[src/rtl/mask_splitter_pkg.sv]
// Shared types for the mask splitter: the two-state sequencing enum.
package mask_splitter_pkg;

  typedef enum logic {
    IDLE = 1'b0,
    EMIT = 1'b1
  } split_state_e;

endpackage

[src/rtl/mask_splitter_lsb_isolate.sv]
// Combinational lowest-set-bit isolator: one-hot of the lowest set bit,
// its index, and a flag for masks holding exactly one set bit.
module lsb_isolate #(
  parameter  int N     = 4,
  localparam int IDX_W = $clog2(N)
) (
  input  logic [N-1:0]     mask,
  output logic [N-1:0]     onehot,
  output logic [IDX_W-1:0] idx,
  output logic             single
);

  always_comb begin
    onehot = mask & (~mask + N'(1));
    idx    = '0;
    // Scan downward so the last hit is the lowest set bit.
    for (int i = N - 1; i >= 0; i--) begin
      if (mask[i]) idx = IDX_W'(i);
    end
    single = (mask != '0) && ((mask & (mask - N'(1))) == '0);
  end

endmodule

[src/rtl/mask_splitter.sv]
// Splits an N-bit mask into its one-hot components, lowest bit first,
// one word per output handshake.
//
// state | meaning
// IDLE  | ready for a mask; a zero mask is consumed without output
// EMIT  | pending holds the bits still to be emitted
module mask_splitter
  import mask_splitter_pkg::*;
#(
  parameter  int N     = 4,
  localparam int IDX_W = $clog2(N)
) (
  input  logic             clk,
  input  logic             rst,
  input  logic             in_valid,
  output logic             in_ready,
  input  logic [N-1:0]     in_mask,
  output logic             out_valid,
  input  logic             out_ready,
  output logic [N-1:0]     out_onehot,
  output logic [IDX_W-1:0] out_idx,
  output logic             out_last,
  output logic             busy
);

  split_state_e     state_q, state_d;
  logic [N-1:0]     pending_q, pending_d;
  logic [N-1:0]     lsb_onehot;
  logic [IDX_W-1:0] lsb_idx;
  logic             lsb_single;

  lsb_isolate #(.N(N)) u_lsb (
    .mask   (pending_q),
    .onehot (lsb_onehot),
    .idx    (lsb_idx),
    .single (lsb_single)
  );

  always_ff @(posedge clk) begin
    if (rst) begin
      state_q   <= IDLE;
      pending_q <= '0;
    end else begin
      state_q   <= state_d;
      pending_q <= pending_d;
    end
  end

  always_comb begin
    state_d    = state_q;
    pending_d  = pending_q;
    in_ready   = 1'b0;
    out_valid  = 1'b0;
    out_onehot = '0;
    out_idx    = '0;
    out_last   = 1'b0;
    busy       = 1'b0;
    case (state_q)
      IDLE: begin
        in_ready = 1'b1;
        if (in_valid && (in_mask != '0)) begin
          pending_d = in_mask;
          state_d   = EMIT;
        end
      end
      EMIT: begin
        busy       = 1'b1;
        out_valid  = 1'b1;
        out_onehot = lsb_onehot;
        out_idx    = lsb_idx;
        out_last   = lsb_single;
        if (out_ready) begin
          pending_d = pending_q & ~lsb_onehot;
          if (lsb_single) state_d = IDLE;
        end
      end
      default: state_d = IDLE;
    endcase
  end

endmodule
[config.mk]
export PLATFORM = sky130hd
export DESIGN_NAME = mask_splitter
export DESIGN_NICKNAME = d
export VERILOG_FILES = /design/src/rtl/mask_splitter_pkg.sv /design/src/rtl/mask_splitter_lsb_isolate.sv /design/src/rtl/mask_splitter.sv
export SDC_FILE = /design/constraint.sdc
export NUM_CORES = 1
export LEC_CHECK = 0
export ABC_AREA = 1
export CAP_MARGIN = 20
export CORE_AREA = 3 3 45 47
export CTS_BUF_LIST = sky130_fd_sc_hd__clkbuf_8 sky130_fd_sc_hd__clkbuf_16
export DETAILED_ROUTE_END_ITERATION = 7
export DIE_AREA = 0 0 48 50
export GPL_TIMING_DRIVEN = 0
export PLACE_DENSITY = 0.58
export RECOVER_POWER = 50
export SYNTH_ARGS = -nofsm -noshare
export SYNTH_HDL_FRONTEND = slang
export SYNTH_HIERARCHICAL = 1
export SYNTH_SLANG_ARGS = --single-unit
export TNS_END_PERCENT = 10
[constraint.sdc]
create_clock -name clk -period 1.07 [get_ports clk]
set_input_delay 0.214 -clock clk [delete_from_list [all_inputs] [get_ports clk]]
set_output_delay 0.214 -clock clk [all_outputs]
set_load 0.1 [all_outputs]
* Word level (Yosys, flattened, before mapping)
Index checks and enable logic that the tools add are counted.
** Word-level totals
- Flip-flop bits (word level) :: 5
- Input bits :: 8
** Operators by class
- Add/sub/neg operators :: 2
- Eq/ne operators :: 2
- Muxes and demuxes :: 16
- Bitwise operators :: 6
- Reductions and logical operators :: 6
** Operator list (count)
- AND 4 bit :: 3
- 2-to-1 mux 4 bit :: 3
- 2-to-1 mux 2 bit :: 5
- NOT 4 bit :: 2
- one-hot mux 4 bit (2 select lines) :: 1
- nonzero test 4 bit :: 2
- 2-to-1 mux 1 bit :: 6
- adder 4 x 1 -> 4 bit, second input constant :: 1
- zero test 4 bit :: 1
- != test 2 bit, second input constant :: 2
- subtractor 4 x 1 -> 4 bit, second input constant :: 1
- logical AND 1 bit :: 2
- one-hot mux 1 bit (2 select lines) :: 1
- AND reduction 2 bit :: 1
- NOT 1 bit :: 1

* Depth between registers and ports, before layout
- Word-level depth :: 7
- Depth in mapped cells :: 8
- Gate-level depth less buffers :: 8

* Cells and area by module
Netlist, hierarchy kept.
** By module, submodules not included
- mask_splitter :: times used 1, cells each 61, area each 330.3 µm²
- lsb_isolate :: times used 1, cells each 20, area each 95.1 µm²

* Worst setup path before layout
Ideal clock, no wire load.
- Kind :: register to register
- Start :: register state_q
- End :: register pending_q[0]
- Library setup time :: 0.114 ns
- Data arrival time :: 2.028 ns
- Slack :: -1.072 ns
- Stages on the path, launching flop included :: 6
- Buffers on the path :: 0
- Clock period less this slack :: 2.142 ns
- Path through :: dfxtp_1 nand2_1 inv_1 nor2_1 a21oi_1 nor2_1
** On the way
- Longest elaborated chain between the ends :: 3
- Elaborated cells between the ends (all ways) :: 5
** Ends and longest elaborated chain
- start, declared :: RTL line mask_splitter.sv:26 : split_state_e state_q, state_d;
- start signal, assigned :: RTL line mask_splitter.sv:44 : state_q <= state_d;
- NOT 1 bit
- != test 2 bit (no line)
- AND reduction 2 bit (no line)
- end signal, assigned :: RTL line mask_splitter.sv:45 : pending_q <= pending_d;
- end, declared :: RTL line mask_splitter.sv:27 : logic [N-1:0] pending_q, pending_d;
Parallel ways exist; a longest one is shown, timed or not.
A chain may end at the register's enable or synchronous reset.

* Final worst setup path
- Start :: register pending_q[0]
- End :: output out_onehot[3]
** On the way
- Longest elaborated chain between the ends :: 4
** Ends and longest elaborated chain
- NOT 4 bit :: RTL line mask_splitter_lsb_isolate.sv:14 : onehot = mask & (~mask + N'(1));
- adder 4 x 1 -> 4 bit :: RTL line mask_splitter_lsb_isolate.sv:14
- AND 4 bit :: RTL line mask_splitter_lsb_isolate.sv:14
- named net lsb_onehot[3] :: RTL line mask_splitter.sv:28 : logic [N-1:0] lsb_onehot;
- 2-to-1 mux 4 bit :: RTL line mask_splitter.sv:58 : case (state_q)
- end, declared :: RTL line mask_splitter.sv:20 : output logic [N-1:0] out_onehot,
The timed path passes the listed nets, and every way through them passes these cells.

==> summary.txt <==
Fillers: 156
CP bufs+invs: 3
Setup crit end kind: output pin
gpl congestion: 0.806
min Tclk post-route: 1390 ps
IO Pins: 18
Post-synth EDFFs: 0
Avg WL per Cell: 10.2 um
core area: 1690 um^2
Worst Tran Pin Value: 280 ps
Finished Cell Area: 872 um^2
vias in the first global route: 471
CP Launch Type: flop
Hold Fails Final Rpt: 0
critical path cell sequence: inv_2, nand2_4, nor2_2, nand2_2, clkinvlp_4, buf_12
Compound-Gate Fraction of Synth Area: 7.06%
most common cell in the netlist: nand2_1
flops & latches, synth: 5
outcome: finished with violations
CP required: 860 ps
final wirelength: 1.24 mm
grt total ovfl: 0
synth top area cells: dfxtp_1 (24%), nand2_1 (21%), nor2_1 (19%)
total CTS buffers: 3
H-tree levels: 1
first-pass GRT wire length: 1.93 mm
Total GRT Usage: 11.0%
Worst R2R Setup Slack: -160 ps
Critical-path top delay cell: dfxtp_4
Fmax achieved: 0.720 GHz
failing checks: negative setup slack
post-route setup slack: -318 ps
Horiz. Die Dim: 48 um
pwr dens: 1340 nW/um^2
XOR/XNOR Fraction of Synth Area: 0%
post-synthesis mux area share: 0%
port bufs: 17
register area share after synthesis: 23.5%
clock skew: 0.148 ps
Nets: 113
Layout Area Growth over Synthesis: 105%
Power, Total: 1.17 mW
Root Buffer: clkbuf_8
via count: 528
syn_nets: 89
Longest Clk Path Bufs: 2
DRT iter0 DRCs: 14
area share of the largest cell type after synthesis: 23.5%
Top delay family on crit path: flip-flops
setup violators final: 12
RSZ-0062 raised after global routing: yes
top cells by count, synth: nand2_1 (24), nor2_1 (21), inv_1 (16)
Post-Synth Adder-Cell Area: 0%
Die Height: 50 um
CTS tree: built
IR drop worst, VDD: 850 uV
syn avg cell area: 5.25 um^2
largest family of logic cells by synthesized area: simple AND/OR/NAND/NOR gates
Placed Instance Area: 667 um^2
Detailed Place HPWL: 844 um
slew margin rel.: 81.5%
post-synthesis cell area: 425 um^2
hold crit path type: in2reg
CP arrival: 1170 ps
asr flop ratio synth: 0%
largest net degree at the start of global routing: 11
Antenna Nets Post-Route: 0
Num Clock Sinks: 5
total inserted antenna cells: 0
Reg clk slew, reported paths: 30 ps
Vias/cell: 4.36
DRT Pass-1 Iters: 4
Initial Utilization: 25.2%
cell accounting for the most synthesized area: dfxtp_1
share of cells above drive strength 1: 49.0%
post-synth cell types: 12
CTS Hold Buffers Added: 0
commonest register cell after synthesis: dfxtp_1
Critical Path Fanout Max: 7
antenna violations before repair: 0
Final Cycle Share: 130%
Synth Area in Simple Gates: 47.4%
Syn. warnings: 6
critical path type: reg2out
site row count: 15
maxcap violations: 0
Cells after Synth: 81
Slew Limit Fails: 0
Leak: 0.364 nW
post-place setup slack: -1090 ps
DRC Markers: 0
Worst-Skew Late Latency: 220 ps
die area: 2400 um^2
Critical Path Max Stage Delay: 370 ps
[worst paths after layout]
check	from	endpoint	depth (start not counted)
max	pending_q[0]$_SDFFE_PP0P_	out_onehot[3]	6
min	rst	state_q$_SDFF_PP0_	2
max reg2reg	pending_q[0]$_SDFFE_PP0P_	pending_q[3]$_SDFFE_PP0P_	9
min reg2reg	pending_q[2]$_SDFFE_PP0P_	pending_q[2]$_SDFFE_PP0P_	4
[cell usage in the layout, fill, tap and decap left out]
| cell | instances |
|---|---|
| a21oi_1 | 5 |
| a21oi_2 | 1 |
| buf_12 | 8 |
| buf_4 | 5 |
| buf_6 | 1 |
| buf_8 | 1 |
| clkbuf_8 | 3 |
| clkdlybuf4s50_1 | 7 |
| clkinvlp_4 | 8 |
| dfxtp_4 | 5 |
| inv_1 | 8 |
| inv_2 | 1 |
| inv_4 | 2 |
| nand2_1 | 15 |
| nand2_2 | 8 |
| nand2_4 | 3 |
| nand3_2 | 2 |
| nor2_1 | 18 |
| nor2_2 | 1 |
| nor2_4 | 2 |
[area by class of cell]
class                      count  area (um^2)  share of cell area [%]
multi-input combinational     55          290                    33.3
timing repair buffer          19          264                    30.3
sequential                     5          119                    13.6
inverter                      18          103                    11.8
clock buffer                   3         41.3                    4.73
buffer                         3         30.0                    3.44
tap                           17         21.3                    2.44
clock inverter                 1         3.75                   0.430
[state kept, by name (all words and copies together) (netlist names)]
name	count
state_q	1
pending_q	4
[metal layers]
layer / routed length (um) / up-vias / GRT usage, % / share of wire, %
met5: 0 / - / 0 / 0
met4: 0 / 0 / 4.04 / 0
met3: 30 / 0 / 3.28 / 2.4
met2: 667 / 13 / 15.9 / 54
met1: 542 / 233 / 15.1 / 44
li1: - / 282 / - / -
[power by group]
group / total (mW) / internal, mW / switching [mW]
registers: 0.258 / 0.210 / 0.0476
clock network: 0.328 / 0.245 / 0.0827
logic: 0.581 / 0.219 / 0.361
[stage by stage]
step	cells	utilization (%)	TNS [ps]	hold slack, ps
after floorplan	81	-	-3220	273
after global placement	115	39.5	-10110	529
after detailed placement	115	39.5	-10190	529
after CTS	119	48.6	-2380	544
after global routing	121	51.6	-3370	554
final	121	51.6	-2530	550
[kinds of logic after synthesis]
group	count (synthesis)
buf+inv	21
compound gates	6
flops	5
simple gates	49
[repair_timing]
action | 4_1_cts | 5_1_grt
resized for setup | 97 | 10
endpoints found under the setup margin | 12 | 14
setup buffers | 0 | 2
endpoints found under the hold margin | 0 | 0
pin swaps | 4 | 3
No activity file was read; power rests on OpenSTA's default activity.
